===== src/rtl/ehl_gpio_irq_ctrl_if.sv =====
// ehl_gpio_irq_ctrl_if: pin/config inputs, pending flags and vector/ack handshake of the GPIO irq controller.
interface ehl_gpio_irq_ctrl_if #(parameter int WIDTH = 32, parameter int IDW = 5);
   logic [WIDTH-1:0] pin_in;
   logic [WIDTH-1:0] ien;
   logic [WIDTH-1:0] itype;
   logic [WIDTH-1:0] ipol;
   logic [WIDTH-1:0] iboth;
   logic [WIDTH-1:0] clr;
   logic [WIDTH-1:0] pend;
   logic             irq;
   logic             vec_valid;
   logic [IDW-1:0]   vec_id;
   logic             vec_ack;
   modport master (output pin_in, ien, itype, ipol, iboth, clr, vec_ack,
                   input  pend, irq, vec_valid, vec_id);
   modport slave  (input  pin_in, ien, itype, ipol, iboth, clr, vec_ack,
                   output pend, irq, vec_valid, vec_id);
endinterface


===== src/rtl/ehl_gpio_irq_ctrl.sv =====
// ehl_gpio_irq_ctrl: per-pin edge/level pending flags, combined irq and a round-robin vector/ack scheduler.
module ehl_gpio_irq_ctrl #(
   parameter int WIDTH = 32,
   parameter int IDW   = 5
) (
   input logic              clk,
   input logic              reset_n,
   ehl_gpio_irq_ctrl_if.slave bus
);
   typedef enum logic {IDLE, PRESENT} state_t;
   state_t           r_state;
   logic             r_armed;
   logic             r_valid;
   logic [WIDTH-1:0] r_prev;
   logic [WIDTH-1:0] r_pend;
   logic [IDW-1:0]   r_vec_id;
   logic [IDW-1:0]   r_last;
   logic [WIDTH-1:0] w_rise;
   logic [WIDTH-1:0] w_fall;
   logic [WIDTH-1:0] w_edge;
   logic [WIDTH-1:0] w_evt;
   logic [WIDTH-1:0] w_ack_clr;
   logic [WIDTH-1:0] w_pend_nxt;
   logic [IDW-1:0]   w_sel;
   logic [IDW-1:0]   w_sel_hi;
   logic             w_hit;
   assign w_rise = bus.pin_in & ~r_prev;
   assign w_fall = ~bus.pin_in & r_prev;
   assign w_edge = (bus.iboth & (w_rise | w_fall)) |
                   (~bus.iboth & ((bus.ipol & w_rise) | (~bus.ipol & w_fall)));
   // armed stays low for the first cycle after reset so a pin already high cannot look like an edge
   assign w_evt = {WIDTH{r_armed}} & bus.ien &
                  ((bus.itype & w_edge) | (~bus.itype & ~(bus.pin_in ^ bus.ipol)));
   assign w_ack_clr  = (r_state == PRESENT && bus.vec_ack) ? (WIDTH'(1) << r_vec_id) : '0;
   assign w_pend_nxt = bus.ien & (w_evt | (r_pend & ~bus.clr & ~w_ack_clr));
   // lowest pending index above last grant wins, else lowest pending index overall (wrap)
   always_comb begin
      w_sel    = '0;
      w_sel_hi = '0;
      w_hit    = 1'b0;
      for (int i = WIDTH - 1; i >= 0; i--) begin
         if (r_pend[i]) begin
            w_sel = IDW'(i);
            if (i > int'(r_last)) begin
               w_sel_hi = IDW'(i);
               w_hit    = 1'b1;
            end
         end
      end
   end
   always_ff @(posedge clk or negedge reset_n) begin
      if (!reset_n) begin
         r_state  <= IDLE;
         r_armed  <= 1'b0;
         r_valid  <= 1'b0;
         r_prev   <= '0;
         r_pend   <= '0;
         r_vec_id <= '0;
         r_last   <= IDW'(WIDTH - 1);
      end else begin
         r_armed <= 1'b1;
         r_prev  <= bus.pin_in;
         r_pend  <= w_pend_nxt;
         if (r_state == IDLE) begin
            if (|r_pend) begin
               r_vec_id <= w_hit ? w_sel_hi : w_sel;
               r_valid  <= 1'b1;
               r_state  <= PRESENT;
            end
         end else if (bus.vec_ack) begin
            r_last  <= r_vec_id;
            r_valid <= 1'b0;
            r_state <= IDLE;
         end else if (!r_pend[r_vec_id]) begin
            r_valid <= 1'b0;
            r_state <= IDLE;
         end
      end
   end
   assign bus.pend      = r_pend;
   assign bus.irq       = |r_pend;
   assign bus.vec_valid = r_valid;
   assign bus.vec_id    = r_vec_id;
endmodule


===== src/flat_wrapper.sv =====
// flat-port wrapper written by rule: the top's interface ports become plain ports
module ehl_gpio_irq_ctrl_flat 
#(
   parameter int WIDTH = 32,
   parameter int IDW   = 5
)
  (clk, reset_n, bus_pin_in, bus_ien, bus_itype, bus_ipol, bus_iboth, bus_clr, bus_vec_ack, bus_pend, bus_irq, bus_vec_valid, bus_vec_id);
  ehl_gpio_irq_ctrl_if #(.WIDTH(WIDTH), .IDW(IDW)) bus_i ();
  input logic clk;
  input logic reset_n;
  input wire logic [$bits(bus_i.pin_in)-1:0] bus_pin_in;
  input wire logic [$bits(bus_i.ien)-1:0] bus_ien;
  input wire logic [$bits(bus_i.itype)-1:0] bus_itype;
  input wire logic [$bits(bus_i.ipol)-1:0] bus_ipol;
  input wire logic [$bits(bus_i.iboth)-1:0] bus_iboth;
  input wire logic [$bits(bus_i.clr)-1:0] bus_clr;
  input wire logic [$bits(bus_i.vec_ack)-1:0] bus_vec_ack;
  output wire logic [$bits(bus_i.pend)-1:0] bus_pend;
  output wire logic [$bits(bus_i.irq)-1:0] bus_irq;
  output wire logic [$bits(bus_i.vec_valid)-1:0] bus_vec_valid;
  output wire logic [$bits(bus_i.vec_id)-1:0] bus_vec_id;
  assign bus_i.pin_in = bus_pin_in;
  assign bus_i.ien = bus_ien;
  assign bus_i.itype = bus_itype;
  assign bus_i.ipol = bus_ipol;
  assign bus_i.iboth = bus_iboth;
  assign bus_i.clr = bus_clr;
  assign bus_i.vec_ack = bus_vec_ack;
  assign bus_pend = bus_i.pend;
  assign bus_irq = bus_i.irq;
  assign bus_vec_valid = bus_i.vec_valid;
  assign bus_vec_id = bus_i.vec_id;
  ehl_gpio_irq_ctrl #(.WIDTH(WIDTH), .IDW(IDW)) u_core (.clk(clk), .reset_n(reset_n), .bus(bus_i));
endmodule

===== config.mk =====
export PLATFORM = sky130hd
export DESIGN_NAME = ehl_gpio_irq_ctrl_flat
export DESIGN_NICKNAME = d
export VERILOG_FILES = /design/src/rtl/ehl_gpio_irq_ctrl_if.sv /design/src/rtl/ehl_gpio_irq_ctrl.sv /design/src/flat_wrapper.sv
export SDC_FILE = /design/constraint.sdc
export NUM_CORES = 1
export LEC_CHECK = 0
export ABC_AREA = 1
export CAP_MARGIN = 20
export CORE_MARGIN = 4
export CORE_UTILIZATION = 46
export CTS_CLUSTER_SIZE = 40
export DETAILED_ROUTE_END_ITERATION = 7
export GPL_TIMING_DRIVEN = 1
export PLACE_DENSITY_LB_ADDON = 0.05
export SYNTH_ARGS = -nofsm -noshare
export SYNTH_HDL_FRONTEND = slang
export SYNTH_SLANG_ARGS = --single-unit

===== constraint.sdc =====
create_clock -name clk -period 2.75 [get_ports clk]
set_input_delay 0.6875 -clock clk [delete_from_list [all_inputs] [get_ports clk]]
set_output_delay 0.6875 -clock clk [all_outputs]
set_load 0.05 [all_outputs]

==> out/results.txt, run 1 <==
# diodes - 0
Via/cell ratio - 5.188
Most frequent CP cell - inv_1
Worst Path Required - 2.06 ns
Commonest cells in the netlist - 190 x nand2_1, 168 x inv_1, 149 x nor2_1
Critical Path Max Stage Delay - 0.46 ns
Initial DRC count - 525
CP max FO - 5
Unrepaired setup endpoints after global routing - yes
Vias - 7377
IO Count - 234
Setup slack at placement - 0.06960 ns
Fin nets - 1496
Cell family with most CP delay - simple AND/OR/NAND/NOR gates
Crit Path Class - reg -> out
First-pass GRT wire length - 35290 µm
Worst-Margin Slew - 0.8306 ns
Max Slew Vio Count - 0
Layout cell share with drive strength beyond 1 - 5.475%
Placed wire-length estimate - 18660 µm
# rows - 43
Sequential share of the synthesized area - 29.37%
Routed wire length - 22870 µm
Pwr dens - 597.6 nW/µm²
WL/cell - 16.08 µm
Final Hold Vio Count - 0
Synth unique cells - 36
Layout area overhead - 46.75%
Global Route Usage Sum - 27.55%
Total power - 5771 µW
Setup Skew - 0.005012 ns
CTS H-tree depth - 3
Die X - 127.6 µm
CTS tree - built
Initial Utilization - 47.23%
Buffer and inverter count on the worst path - 3
Placer congestion estimate - 0.9765
Detailed-route DRC error count - 0
Count leader, synth - nand2_1
Max_cap viols - 0
Outcome - finished with violations
Dominant synthesized flop cell - dfrtp_1
Die Y - 127.6 µm
Pre-antenna DRT Iters - 5
CP cell instances - nor4_2, nand2_1, nor3_1, inv_1, nor2_1, inv_1, buf_4
Pin count of the biggest net entering global routing - 64
Clk buf depth - 2
Clock Latency Late Sink - 0.35 ns
Failing checks - negative setup slack
Port Buffers - 233
Final min period - 2.753 ns
FF-to-FF Start - u_core.bus.pend[30]$_DFF_PN0_
Pleak - 0.004706 µW
#FFs+latches synth - 77
Ys Warns - 0
Clock sinks - 77
Ys async rst share - 100.0%
Worst Path Arrival - 2.07 ns
Cell taking the most area after synthesis - dfrtp_1
Post-synth EDFFs - 0
Dominant cells by area after synthesis - dfrtp_1 27%, ha_1 12%, nand2_1 11%
Post-synthesis cell count - 979
Peak supply drop - 0.3255 mV
Cell area after synthesis - 6581 µm²
Core area - 13930 µm²
Initial antenna violation count - 0
Hold Path Class - in -> async
CTS Hold Buffers Added - 0
Final setup fails - 2
Final WS setup - -0.003397 ns
Final Util - 69.31%
Die Area - 16280 µm²
Synth Area per Inst - 6.722 µm²
Max Clk Rate - 363.2 MHz
Critical Path End Type - output pin
Max-slew headroom - 44.63%
Syn nets - 1238
Worst setup path startpoint - u_core.bus.pend[26]$_DFF_PN0_
Final Cycle Share - 100.1%
Root buffer cell - clkbuf_16
Vias in the first global route - 7005
Global route overflow - 0
Post-route ant nets - 0
Reg clk slew, reported paths - 0.06 ns
Placed insts - 1400
Num CTS Buffers - 9
Fin cells - 1422
Area share of the largest cell type after synthesis - 27.38%
Slowest CP cell - dfrtp_1
CP Launch Type - flip-flop
## what timing repair did
item,in CTS,in global routing
pin swaps,0,2
gates cloned,0,0
resized for setup,2,10
setup endpoints to repair,1,3
setup buffers,0,6
## power by group
part / internal, µW / switching (µW) / total, µW / leakage (µW)
Combinational: 1080 / 1820 / 2910 / 0.00360
Sequential: 1310 / 214 / 1530 / 0.000943
Clock: 842 / 498 / 1340 / 0.000163
Total: 3240 / 2530 / 5770 / 0.00471
## per-stage QoR
step,instance area (µm²),setup TNS [ns],hold WS (ns)
floorplan,6581,0,0.3919
global placement,9239,0,0.4706
detailed placement,9239,0,0.4748
CTS,9577,0,0.4735
global route,9658,-0.5175,0.5149
finish,9658,-0.003402,0.4350
## kinds of logic (layout without fill, tap and decap cells)
| family | count (synthesis) | after routing | share of synthesized area, % |
|---|---|---|---|
| adders and majority gates | 64 | 64 | 12.17 |
| other | 1 | 1 | 0.05698 |
| buffers and inverters | 188 | 451 | 10.89 |
| and+or+nand+nor | 424 | 424 | 26.10 |
| AOI/OAI and AO/OA | 225 | 225 | 21.41 |
| DFF | 77 | 77 | 29.37 |
## metal layers
metal	vias to the layer above	wire length [µm]	share of wire [%]	GRT usage, %
li1	3727	-	-	-
met1	3330	9524	42	35.19
met2	289	10750	47	46.08
met3	31	2119	9.3	6.982
met4	0	478	2.1	8.240
met5	-	0	0	0
## path summary, 6_finish.rpt
check                                                   endpoint  slack [ns]  cells past startpoint
worst max-delay path                                     bus_irq      -0.003                      7
worst min-delay path                 u_core.r_prev[18]$_DFF_PN0_        0.44                      1
worst max register to register  u_core.bus.vec_id[0]$_DFFE_PN0P_      -0.003                     35
worst min register to register  u_core.bus.vec_valid$_DFFE_PN0P_        0.54                      2
max in group asynchronous            u_core.r_prev[27]$_DFF_PN0_        1.64                      2
min in group clk                u_core.bus.vec_valid$_DFFE_PN0P_        0.54                      2
## area by class of cell
type / count / area, µm²
well taps: 180 / 225.2
repair buffers: 262 / 2545
fillers: 1265 / 4277
clock inverters: 4 / 70.07
flip-flops and latches: 77 / 1933
inverters: 173 / 649.4
multi-input cells: 714 / 3979
clock buffers: 12 / 256.5
## flip-flops by register name, summed over array words and instances (netlist names)
signal                count
u_core.r_last             5
u_core.bus.pend          32
u_core.r_state            1
u_core.r_prev            32
u_core.r_armed            1
u_core.bus.vec_id         5
u_core.bus.vec_valid      1
## cell usage in the layout, fill, tap and decap left out, types with 5 or more instances in the layout
cell             Yosys  layout
a211o_1             32      32
a21boi_0            32      32
a21oi_1             47      47
buf_4                3      31
clkbuf_16            0       9
clkdlybuf4s50_1      0     231
dfrtp_1             72      72
dfstp_2              5       5
ha_1                64      64
inv_1              168     168
nand2_1            190     187
nand3_1             48      48
nand4_1              5       5
nor2_1             149     147
nor3_1              25      23
o211ai_1             5       5
o21ai_0             80      80
o22ai_1              9       9
(Power assumes the default switching activity.)
==> run 2: changes to the inputs <==
CORE_UTILIZATION = 48   (was 46)
clock period = 3.2 ns   (was 2.75 ns; I/O delays follow)
==> out/results.txt, run 2 (synthesized netlist as in run 1, its figures left out) <==
Critical Path End Type - output pin (unchanged)
Post-place instance area - 9204 µm² (was 9239 µm²)
CTS tree - built (unchanged)
Worst-Margin Slew - 0.7911 ns (was 0.8306 ns)
Pin count of the biggest net entering global routing - 78 (was 64)
Final min period - 3.095 ns
Finished Cell Area - 9529 µm² (was 9658 µm²)
Routed wire length - 23180 µm (was 22870 µm)
Post-route ant nets - 0 (unchanged)
CP Launch Type - flip-flop (unchanged)
Critical Path Max Stage Delay - 0.43 ns (was 0.46 ns)
CP cell instances - nor2_1, inv_1, nor3_1, nand2_1, nor3_1, inv_1, nor2_1, inv_1, dlygate4sd2_1 (was nor4_2, nand2_1, nor3_1, inv_1, nor2_1, inv_1, buf_4)
Die Y - 125.1 µm (was 127.6 µm)
Pwr dens - 506.4 nW/µm² (was 597.6 nW/µm²)
Pleak - 0.004644 µW (was 0.004706 µW)
Max Clk Rate - 323.1 MHz
Layout area overhead - 44.79% (was 46.75%)
Slowest CP cell - dlygate4sd2_1 (was dfrtp_1)
Reg clk slew, reported paths - 0.06 ns (about the same)
CP max FO - 4 (was 5)
Fin nets - 1484 (was 1496)
Hold Path Class - in -> async (unchanged)
Placed wire-length estimate - 18830 µm (was 18660 µm)
Initial DRC count - 517 (was 525)
IO Count - 234 (unchanged)
Peak supply drop - 0.2572 mV (was 0.3255 mV)
WL/cell - 16.49 µm (was 16.08 µm)
# diodes - 0 (unchanged)
Vias in the first global route - 7316 (was 7005)
Commonest non-fill, non-tap cell in the layout - clkdlybuf4s50_1 (unchanged)
R2R Path End - u_core.bus.vec_id[0]$_DFFE_PN0P_ (unchanged)
Die Area - 15650 µm² (was 16280 µm²)
Final Hold Vio Count - 0 (unchanged)
Port Buffers - 233 (unchanged)
Layout cell share with drive strength beyond 1 - 3.902% (was 5.475%)
R2r setup slk - 0.37 ns (was -0.003 ns)
Core area - 13350 µm² (was 13930 µm²)
Total power - 4825 µW (was 5771 µW)
Unrepaired setup endpoints after global routing - yes (unchanged)
Max-slew headroom - 46.77% (was 44.63%)
Global route overflow - 0 (unchanged)
Initial antenna violation count - 0 (unchanged)
Setup Skew - 0.004608 ns (was 0.005012 ns)
Max_cap viols - 0 (unchanged)
Global Route Usage Sum - 29.17% (was 27.55%)
FF-to-FF Start - u_core.r_last[4]$_DFFE_PN1P_ (was u_core.bus.pend[30]$_DFF_PN0_)
Setup TNS - 0 ns (was -0.003402 ns)
Initial Utilization - 49.31% (was 47.23%)
# rows - 42 (was 43)
Detailed-route DRC error count - 0 (unchanged)
Post-CTS setup buffers - 0 (unchanged)
CTS H-tree depth - 3 (unchanged)
Die X - 125.1 µm (was 127.6 µm)
Root buffer cell - clkbuf_16 (unchanged)
Pre-antenna DRT Iters - 7 (was 5)
Via/cell ratio - 5.358 (was 5.188)
Max Slew Vio Count - 0 (unchanged)
Worst Path Arrival - 2.29 ns (was 2.07 ns)
Final setup fails - 0 (was 2)
Most frequent cells in the layout - 231 x clkdlybuf4s50_1, 190 x nand2_1, 168 x inv_1 (was 231 x clkdlybuf4s50_1, 187 x nand2_1, 168 x inv_1)
First-pass GRT wire length - 36930 µm (was 35290 µm)
Worst Path Required - 2.40 ns (was 2.06 ns)
Clock sinks - 77 (unchanged)
R2r worst-path depth - 34 (was 35)
Placer congestion estimate - 1.038 (was 0.9765)
Final Cycle Share - 96.71%
Num CTS Buffers - 9 (unchanged)
Outcome - completed (was finished with violations)
Clk buf depth - 2 (unchanged)
Crit Path Class - reg -> out (unchanged)
Vias - 7534 (was 7377)
Most frequent CP cell - inv_1 (unchanged)
Clock Latency Late Sink - 0.35 ns (about the same)
==> run 2: final cells by class <==
class                   count  area (µm²)
clock buffers              12       266.5
inverters                 173       649.4
flip-flops and latches     77        1937
clock inverters             4       45.04
fillers                  1150        3819
repair buffers            250        2469
well taps                 176       220.2
multi-input cells         714        3943
==> run 2: stage by stage <==
stage,instances,worst slack [ns],util (%),hold slack [ns]
6_report,1406,0.1054,71.39,0.4698
3_5_place_dp,1390,0.1850,68.95,0.4740
3_3_place_gp,1390,0.2511,68.95,0.4591
4_1_cts,1406,0.07725,71.28,0.4884
2_1_floorplan,979,0.6702,-,0.5044
5_1_grt,1406,-0.08777,71.39,0.5013
==> run 2: critical path, delay by kind of cell (launching register included) <==
kind / cells / cell delay, ns
AND/OR/NAND/NOR: 5 / 0.89
buffers and inverters: 4 / 0.63
flip-flops: 1 / 0.41
==> run 2: what timing repair did <==
item | 4_1_cts | 5_1_grt
resized for setup | 1 | 3
hold buffers | 0 | 0
setup endpoints to repair | 1 | 2
endpoints found under the hold margin | 0 | 0
==> run 2: where the power goes <==
| part | total [µW] | switching (µW) | internal [µW] |
|---|---|---|---|
| registers | 1330 | 199 | 1130 |
| logic | 2410 | 1560 | 848 |
| clock network | 1090 | 424 | 664 |
| total | 4830 | 2180 | 2640 |
==> run 2: per-layer routing <==
metal  GRT usage (%)  up-vias  share of wire, %
li1                -     3696                 -
met4           11.29        0               3.4
met5               0        -                 0
met1           35.66     3445                41
met3           9.339       59               9.2
met2           48.09      334                47
==> run 2: worst max-delay path by stage <==
stage | from | end | slack [ns] | cells after the start
4_1_cts | u_core.bus.pend[27]$_DFF_PN0_ | bus_irq | 0.08 | 7
3_3_place_gp | u_core.bus.pend[27]$_DFF_PN0_ | bus_irq | 0.25 | 7
6_report | u_core.bus.pend[30]$_DFF_PN0_ | bus_irq | 0.11 | 9
3_5_place_dp | u_core.bus.pend[27]$_DFF_PN0_ | bus_irq | 0.19 | 7
2_1_floorplan | u_core.bus.pend[30]$_DFF_PN0_ | u_core.bus.vec_id[0]$_DFFE_PN0P_ | 0.67 | 35
5_1_grt | u_core.r_last[2]$_DFFE_PN1P_ | u_core.bus.vec_id[0]$_DFFE_PN0P_ | -0.09 | 35
